<file path="src/rtl/mc6502_decode_issue.sv">
// mc6502_decode_issue: fetch/decode/issue stage of the MC6502 core.
// Fetches opcode and operand bytes from the memory controller, resolves
// zero-page/absolute operand reads, and issues one-cycle command strobes to
// the execution controller, then sequences on ec2id_done with a watchdog.
// Ports:
//   clk, rst_x            clock, asynchronous active-low reset
//   mc2id_data/valid      byte returned by the memory controller
//   id2mc_fetch/read/addr byte requests (fetch at PC, read at id2mc_addr)
//   rf2id_a/x/y/s         register file values
//   id2ec_*               flag/load/ops/branch strobes plus opcode/data/reg
//   ec2id_done            execution complete
//   id2x_illegal          one-cycle pulse: unsupported opcode or watchdog abort
// All outputs are flops loaded from the next-state decode, so reset forces
// every output to 0 and each strobe lasts exactly one cycle.
module mc6502_decode_issue #(
    parameter int unsigned WAIT_LIMIT = 4
) (
    input  logic        clk,
    input  logic        rst_x,
    input  logic [7:0]  mc2id_data,
    input  logic        mc2id_valid,
    output logic        id2mc_fetch,
    output logic        id2mc_read,
    output logic [15:0] id2mc_addr,
    input  logic [7:0]  rf2id_a,
    input  logic [7:0]  rf2id_x,
    input  logic [7:0]  rf2id_y,
    input  logic [7:0]  rf2id_s,
    output logic        id2ec_reset_c,
    output logic        id2ec_set_c,
    output logic        id2ec_reset_i,
    output logic        id2ec_set_i,
    output logic        id2ec_reset_v,
    output logic        id2ec_reset_d,
    output logic        id2ec_set_d,
    output logic        id2ec_load,
    output logic        id2ec_ops,
    output logic        id2ec_branch,
    output logic [4:0]  id2ec_opcode,
    output logic [7:0]  id2ec_data,
    output logic [1:0]  id2ec_reg,
    input  logic        ec2id_done,
    output logic        id2x_illegal
);

    localparam int unsigned CNT_W = 3;

    typedef enum logic [2:0] {
        S_FETCH_OP, S_FETCH_LO, S_FETCH_HI, S_READ, S_ISSUE, S_WAIT
    } state_e;

    // addressing mode, with NOP and illegal folded in as pseudo-modes
    localparam logic [2:0] M_IMP = 3'd0, M_IMM = 3'd1, M_REL = 3'd2, M_ZP = 3'd3,
                           M_ABS = 3'd4, M_NOP = 3'd5, M_ILL = 3'd6;
    localparam logic [1:0] D_HOLD = 2'd0, D_BUS = 2'd1, D_REG = 2'd2;
    localparam logic [1:0] R_A = 2'd0, R_X = 2'd1, R_Y = 2'd2, R_S = 2'd3;

    typedef struct packed {
        logic [2:0] mode;
        logic [6:0] flags;     // {set_d, reset_d, reset_v, set_i, reset_i, set_c, reset_c}
        logic       load;
        logic       ops;
        logic       branch;
        logic       upd;       // update opcode/reg (flag ops leave them untouched)
        logic [4:0] opc;
        logic [1:0] rsel;
        logic [1:0] dsrc;
        logic [1:0] src;
    } dec_t;

    function automatic logic [2:0] mode_of(input logic [2:0] bbb);
        case (bbb)
            3'b010:  mode_of = M_IMM;
            3'b001:  mode_of = M_ZP;
            default: mode_of = M_ABS;
        endcase
    endfunction

    function automatic dec_t decode(input logic [7:0] b);
        dec_t       d;
        logic [2:0] aaa;
        logic [2:0] bbb;
        logic [1:0] cc;
        logic       mem_mode;
        aaa      = b[7:5];
        bbb      = b[4:2];
        cc       = b[1:0];
        mem_mode = (bbb == 3'b001) || (bbb == 3'b011);
        d        = '0;
        d.mode   = M_ILL;
        d.upd    = 1'b1;
        d.opc    = {cc, aaa};
        case (b)
            8'hEA: d.mode = M_NOP;
            8'hE8, 8'hC8, 8'hCA, 8'h88: begin
                d.mode = M_IMP;
                d.ops  = 1'b1;
                d.load = 1'b1;
                d.dsrc = D_REG;
                d.opc  = (b == 8'hE8 || b == 8'hC8) ? 5'b10111 : 5'b10110;
                d.rsel = (b == 8'hE8 || b == 8'hCA) ? R_X : R_Y;
                d.src  = d.rsel;
            end
            8'hAA, 8'hA8, 8'h8A, 8'h98, 8'h9A, 8'hBA: begin
                d.mode = M_IMP;
                d.load = 1'b1;
                d.dsrc = D_REG;
                case (b)
                    8'hAA:   begin d.rsel = R_X; d.src = R_A; end
                    8'hA8:   begin d.rsel = R_Y; d.src = R_A; end
                    8'h8A:   begin d.rsel = R_A; d.src = R_X; end
                    8'h98:   begin d.rsel = R_A; d.src = R_Y; end
                    8'h9A:   begin d.rsel = R_S; d.src = R_X; end
                    default: begin d.rsel = R_X; d.src = R_S; end
                endcase
            end
            8'h18, 8'h38, 8'h58, 8'h78, 8'hB8, 8'hD8, 8'hF8: begin
                d.mode = M_IMP;
                d.upd  = 1'b0;
                case (aaa)
                    3'b000:  d.flags = 7'b0000001;
                    3'b001:  d.flags = 7'b0000010;
                    3'b010:  d.flags = 7'b0000100;
                    3'b011:  d.flags = 7'b0001000;
                    3'b101:  d.flags = 7'b0010000;
                    3'b110:  d.flags = 7'b0100000;
                    default: d.flags = 7'b1000000;
                endcase
            end
            default: begin
                if (b[4:0] == 5'b10000) begin
                    d.mode   = M_REL;
                    d.branch = 1'b1;
                    d.opc    = {2'b00, aaa};
                    d.dsrc   = D_BUS;
                end else if (cc == 2'b01 && (bbb == 3'b010 || mem_mode)) begin
                    d.mode = mode_of(bbb);
                    d.dsrc = D_BUS;
                    if (aaa == 3'b101) begin
                        d.load = 1'b1;
                    end else if (aaa == 3'b100) begin
                        d.mode = M_ILL;
                    end else begin
                        d.ops = 1'b1;
                    end
                end else if (cc == 2'b10 && !aaa[2] && bbb == 3'b010) begin
                    d.mode = M_IMP;
                    d.ops  = 1'b1;
                    d.load = 1'b1;
                    d.dsrc = D_REG;
                end else if (cc == 2'b10 && (!aaa[2] || aaa[2:1] == 2'b11) && mem_mode) begin
                    d.mode = mode_of(bbb);
                    d.ops  = 1'b1;
                    d.dsrc = D_BUS;
                end
            end
        endcase
        return d;
    endfunction

    state_e             state_q, state_d;
    logic [CNT_W-1:0]   cnt_q, cnt_d;
    dec_t               dec_q, dec_d;
    logic [7:0]         lo_q, lo_d;
    logic               abort;
    logic               fetch_q, fetch_d, read_q, read_d, illegal_q, illegal_d;
    logic               load_q, load_d, ops_q, ops_d, branch_q, branch_d;
    logic [6:0]         flags_q, flags_d;
    logic [15:0]        addr_q, addr_d;
    logic [4:0]         opcode_q, opcode_d;
    logic [7:0]         data_q, data_d;
    logic [1:0]         reg_q, reg_d;
    logic               fetch_ack, read_ack;

    assign fetch_ack = fetch_q & mc2id_valid;
    assign read_ack  = read_q & mc2id_valid;

    // state and output registers
    always_ff @(posedge clk or negedge rst_x) begin
        if (!rst_x) begin
            state_q   <= S_FETCH_OP;
            cnt_q     <= '0;
            dec_q     <= '0;
            lo_q      <= '0;
            fetch_q   <= 1'b0;
            read_q    <= 1'b0;
            illegal_q <= 1'b0;
            load_q    <= 1'b0;
            ops_q     <= 1'b0;
            branch_q  <= 1'b0;
            flags_q   <= '0;
            addr_q    <= '0;
            opcode_q  <= '0;
            data_q    <= '0;
            reg_q     <= '0;
        end else begin
            state_q   <= state_d;
            cnt_q     <= cnt_d;
            dec_q     <= dec_d;
            lo_q      <= lo_d;
            fetch_q   <= fetch_d;
            read_q    <= read_d;
            illegal_q <= illegal_d;
            load_q    <= load_d;
            ops_q     <= ops_d;
            branch_q  <= branch_d;
            flags_q   <= flags_d;
            addr_q    <= addr_d;
            opcode_q  <= opcode_d;
            data_q    <= data_d;
            reg_q     <= reg_d;
        end
    end

    // next-state logic; done is only looked at in S_ISSUE/S_WAIT
    always_comb begin
        state_d = state_q;
        cnt_d   = cnt_q;
        dec_d   = dec_q;
        lo_d    = lo_q;
        abort   = 1'b0;
        case (state_q)
            S_FETCH_OP: if (fetch_ack) begin
                dec_d = decode(mc2id_data);
                case (dec_d.mode)
                    M_NOP:   state_d = S_FETCH_OP;
                    M_ILL:   begin state_d = S_FETCH_OP; abort = 1'b1; end
                    M_IMP:   state_d = S_ISSUE;
                    default: state_d = S_FETCH_LO;
                endcase
            end
            S_FETCH_LO: if (fetch_ack) begin
                lo_d = mc2id_data;
                case (dec_q.mode)
                    M_ZP:    state_d = S_READ;
                    M_ABS:   state_d = S_FETCH_HI;
                    default: state_d = S_ISSUE;
                endcase
            end
            S_FETCH_HI: if (fetch_ack) state_d = S_READ;
            S_READ:     if (read_ack)  state_d = S_ISSUE;
            S_ISSUE: begin
                cnt_d   = '0;
                state_d = ec2id_done ? S_FETCH_OP : S_WAIT;
            end
            S_WAIT: begin
                if (ec2id_done) begin
                    state_d = S_FETCH_OP;
                    cnt_d   = '0;
                end else if (32'(cnt_q) + 32'd1 >= WAIT_LIMIT) begin
                    // watchdog: execution controller never answered
                    state_d = S_FETCH_OP;
                    abort   = 1'b1;
                    cnt_d   = '0;
                end else begin
                    cnt_d = cnt_q + CNT_W'(1);
                end
            end
            default: state_d = S_FETCH_OP;
        endcase
    end

    // output logic, registered against the state being entered
    always_comb begin
        fetch_d   = (state_d == S_FETCH_OP) || (state_d == S_FETCH_LO) || (state_d == S_FETCH_HI);
        read_d    = (state_d == S_READ);
        illegal_d = abort;
        flags_d   = '0;
        load_d    = 1'b0;
        ops_d     = 1'b0;
        branch_d  = 1'b0;
        addr_d    = addr_q;
        opcode_d  = opcode_q;
        data_d    = data_q;
        reg_d     = reg_q;
        if (state_q == S_FETCH_LO && fetch_ack && dec_q.mode == M_ZP) begin
            addr_d = {8'h00, mc2id_data};
        end
        if (state_q == S_FETCH_HI && fetch_ack) begin
            addr_d = {mc2id_data, lo_q};
        end
        if (state_d == S_ISSUE) begin
            flags_d  = dec_d.flags;
            load_d   = dec_d.load;
            ops_d    = dec_d.ops;
            branch_d = dec_d.branch;
            if (dec_d.upd) begin
                opcode_d = dec_d.opc;
                reg_d    = dec_d.rsel;
            end
            case (dec_d.dsrc)
                D_BUS: data_d = mc2id_data;
                D_REG: begin
                    case (dec_d.src)
                        R_A:     data_d = rf2id_a;
                        R_X:     data_d = rf2id_x;
                        R_Y:     data_d = rf2id_y;
                        default: data_d = rf2id_s;
                    endcase
                end
                default: data_d = data_q;
            endcase
        end
    end

    assign id2mc_fetch   = fetch_q;
    assign id2mc_read    = read_q;
    assign id2mc_addr    = addr_q;
    assign id2ec_reset_c = flags_q[0];
    assign id2ec_set_c   = flags_q[1];
    assign id2ec_reset_i = flags_q[2];
    assign id2ec_set_i   = flags_q[3];
    assign id2ec_reset_v = flags_q[4];
    assign id2ec_reset_d = flags_q[5];
    assign id2ec_set_d   = flags_q[6];
    assign id2ec_load    = load_q;
    assign id2ec_ops     = ops_q;
    assign id2ec_branch  = branch_q;
    assign id2ec_opcode  = opcode_q;
    assign id2ec_data    = data_q;
    assign id2ec_reg     = reg_q;
    assign id2x_illegal  = illegal_q;

endmodule

</file>
<file path="config.mk">
export PLATFORM = sky130hd
export DESIGN_NAME = mc6502_decode_issue
export DESIGN_NICKNAME = d
export VERILOG_FILES = /design/src/rtl/mc6502_decode_issue.sv
export SDC_FILE = /design/constraint.sdc
export NUM_CORES = 1
export LEC_CHECK = 0
export BUFFER_PORTS_ARGS = -buffer_cell sky130_fd_sc_hd__buf_4
export CAP_MARGIN = 30
export CORE_ASPECT_RATIO = 0.7
export CORE_MARGIN = 1
export CORE_UTILIZATION = 55
export CTS_BUF_LIST = sky130_fd_sc_hd__clkbuf_4 sky130_fd_sc_hd__clkbuf_8 sky130_fd_sc_hd__clkbuf_16
export CTS_CLUSTER_SIZE = 40
export DETAILED_ROUTE_END_ITERATION = 8
export HOLD_SLACK_MARGIN = 0.03
export PLACE_DENSITY = 0.76
export SYNTH_ARGS = -nofsm -noshare
export SYNTH_HDL_FRONTEND = slang
export SYNTH_SLANG_ARGS = --single-unit
</file>
<file path="constraint.sdc">
create_clock -name clk -period 4.37 [get_ports clk]
set_clock_uncertainty 0.1 [all_clocks]
set_input_delay 0.2185 -clock clk [delete_from_list [all_inputs] [get_ports clk]]
set_output_delay 0.2185 -clock clk [all_outputs]
set_load 0.05 [all_outputs]
</file>
==> run metrics <==
status finished clean; Largest Register dec_q; Worst setup SP type register; Pleak between 2 and 3 nW; R2R depth 12; main flop type after synthesis dfrtp_1; Worst-path clk slew 0.08 ns; via count 3428; final net count 518; dpl ws around 0.98 ns; vias per inst about 6.0; H-Tree Depth 3; global-route wire length before repair 16.4 mm; Hold Path Class in2reg; Die Span X 108 um; Peak Freq 294 MHz; final setup violation count 0; WL final roughly 10 mm; Reg-to-Reg End id2ec_data[6]; maximum fanout along the worst path 20; reg2reg start id2mc_fetch; CP Cell Sequence and3b_1, nand2_1, buf_4, nand2_1, o21ai_0, ha_1, buf_4, inv_1, nor4_2, o22a_1, a21oi_1, mux2_2; Mapped Area 4290 um^2; Commonest cells post-synth dfrtp_1, nand2_1, o21ai_0; max reg flops 25; total negative setup slack 0 ns; CP max stage cell nor4_2; cell total after placement ~560; antenna-violating nets left 0; Worst IR Drop VDD between 400 and 500 uV; sequential share of power 0.350; synthesized area per cell 10.8 um^2; FP Rows 26; Async S/R FF share, synth 1.00; RSZ-0062 raised after global routing no; WL/cell 17.9 um; Worst Setup End Kind register; Data arrival, critical path 3.54 ns; Yosys warning total 0; GRT Total Usage 0.267; Post-DP Area around 5000 um^2; via count of the first global-routing pass about 3200; post-CTS setup buffer count 0; synth top area cells dfrtp_1, mux2_2, mux2i_1; worst skew pair latency 0.35 ns; CTS Buf Count 9; Int Pwr 0.00195 W; Initial Util 0.578; Seq cells post-synth a little over 80; root buf cell clkbuf_8; switching share of power 0.417; hpwl dp just over 7 mm; top-count cell post-synth dfrtp_1; Post-Layout Cell Count approximately 570; slew margin rel. 0.389; R2R setup slack 0.96 ns; Longest Clk Path Bufs 2; final hold violation count 0; Final GP Congestion between 0.8 and 0.9; Slew @ Worst Pin 0.905 ns; Slew Limit Fails 0; Setup crit end id2ec_data[6]; initial antenna violation count 0; Post-Syn Nets ~440; share of cells above drive strength 1 0.324; input/output buffers 87; Area Overhead vs Synth 22.0%; GR Overflow Total 0; cell accounting for the most synthesized area dfrtp_1; critical path launch point id2mc_fetch; Layout Cell Area excl Fill 5230 um^2; minimum clock period between 3 and 4 ns; clock power share 0.197; Die Area between 8000 and 9000 um^2; Power Density 640 nW/um^2; Net Sw Power 0.00140 W; Final Worst Setup Slack 0.964 ns; TritonCTS clock tree done; final critical-path share of the clock period 0.779; DRC violations left 0; largest net degree at the start of global routing 46; Pre-antenna DRT Iters 6; Starting DRT DRC Count between 200 and 300; Yosys top cell area share 0.484; clock sink count 83; max_cap viols 0; Synth Instances 398; Distinct cells, synth 62; part of the Yosys area used for sequential elements 0.484; Critical Path Max Stage Delay 0.70 ns; critical path required time 4.50 ns; Crit Path Class reg2reg; antenna cells 0; Logic pwr share 0.453; final core utilization 0.705; EDFF count, synth 0; die outline height 75.9 um; Core Footprint 7420 um^2; Top-Level Pins 88
[what timing repair did]
| action | CTS | global route |
|---|---|---|
| endpoints found under the hold margin | 38 | 0 |
| hold buffers | 1 | 0 |
| gates resized for setup | 0 | 0 |
[worst min path at each step]
stage | startpoint | end | slack, ns | cells after the start
after global placement | rst_x | id2mc_addr[9] | 0.36 | 1
after global routing | ec2id_done | cnt_q[0] | 0.09 | 3
after floorplan | rst_x | cnt_q[0] | -0.18 | 0
after detailed placement | rst_x | id2ec_opcode[3] | 0.13 | 1
final | ec2id_done | cnt_q[0] | 0.09 | 3
after CTS | ec2id_done | cnt_q[0] | 0.08 | 3
[cells by family (layout without fill, tap and decap cells)]
group	Yosys count	count (layout)	share of synthesized area
and+or+nand+nor	103	103	0.135
muxes	57	57	0.149
AOI/OAI and AO/OA	111	111	0.182
xor gates and xnor gates	2	2	0.00409
buffers and inverters	40	118	0.0409
DFF	83	83	0.484
adders and majority gates	2	2	0.00584
[critical path: cells and delay by family, from the launching register on]
kind            cells  cell delay (ns)
compound gates      3             0.40
fa+ha+maj           1             0.19
buf+inv             3             0.59
flops               1             0.41
mux                 1             0.27
simple gates        4             1.33
[per-stage QoR]
stage	total power, W	hold WS, ns
2_1_floorplan	0.00224	-0.177
3_3_place_gp	0.00265	0.358
3_5_place_dp	0.00269	0.126
4_1_cts	0.00335	0.0768
5_1_grt	0.00351	0.0926
6_report	0.00335	0.0894
[cell type report]
class | instances | area (um^2)
inverters | 10 | 37.5
repair buffers | 93 | 721
clock inverters | 6 | 113
fillers | 573 | 2190
multi-input cells | 275 | 2040
well taps | 98 | 123
flip-flops and latches | 83 | 2080
clock buffers | 9 | 124
[cell usage in the layout, fill, tap and decap left out, drive strengths merged, types with 2 or more instances in the layout]
cell type   n
inv        11
a22o       16
a21boi      3
clkbuf      9
ha          2
or2         2
clkinv      2
nor2       11
o22a       10
nor3b       2
and3        3
nor2b      13
buf        92
o22ai       8
nand3       4
or3         2
o31ai       3
and4b       2
nor3        6
o21ai      29
and3b       3
a211o       2
o32ai       2
mux2i      25
o21a        2
dfrtp      83
o211ai      3
mux2       32
or3b        5
nand2      39
and2        4
a31oi       3
a211oi      2
nand2b      2
bufinv      3
a21oi      19
[power groups by stage]
stage,logic (W),clock network [W],registers (W)
finish,0.00151,0.000660,0.00117
global route,0.00162,0.000698,0.00120
CTS,0.00152,0.000668,0.00117
detailed placement,0.00151,0,0.00118
global placement,0.00148,0,0.00117
floorplan,0.000614,0,0.00163
[metal layers]
layer	share of wire	global-route usage	wire length [um]	up-vias
li1	-	-	-	1596
met1	0.48	0.402	4960	1679
met2	0.44	0.392	4500	143
met3	0.071	0.0599	724	10
met4	0.0060	0.0594	61	0
met5	0	0	0	-
Power figures use the tool's default switching activity.
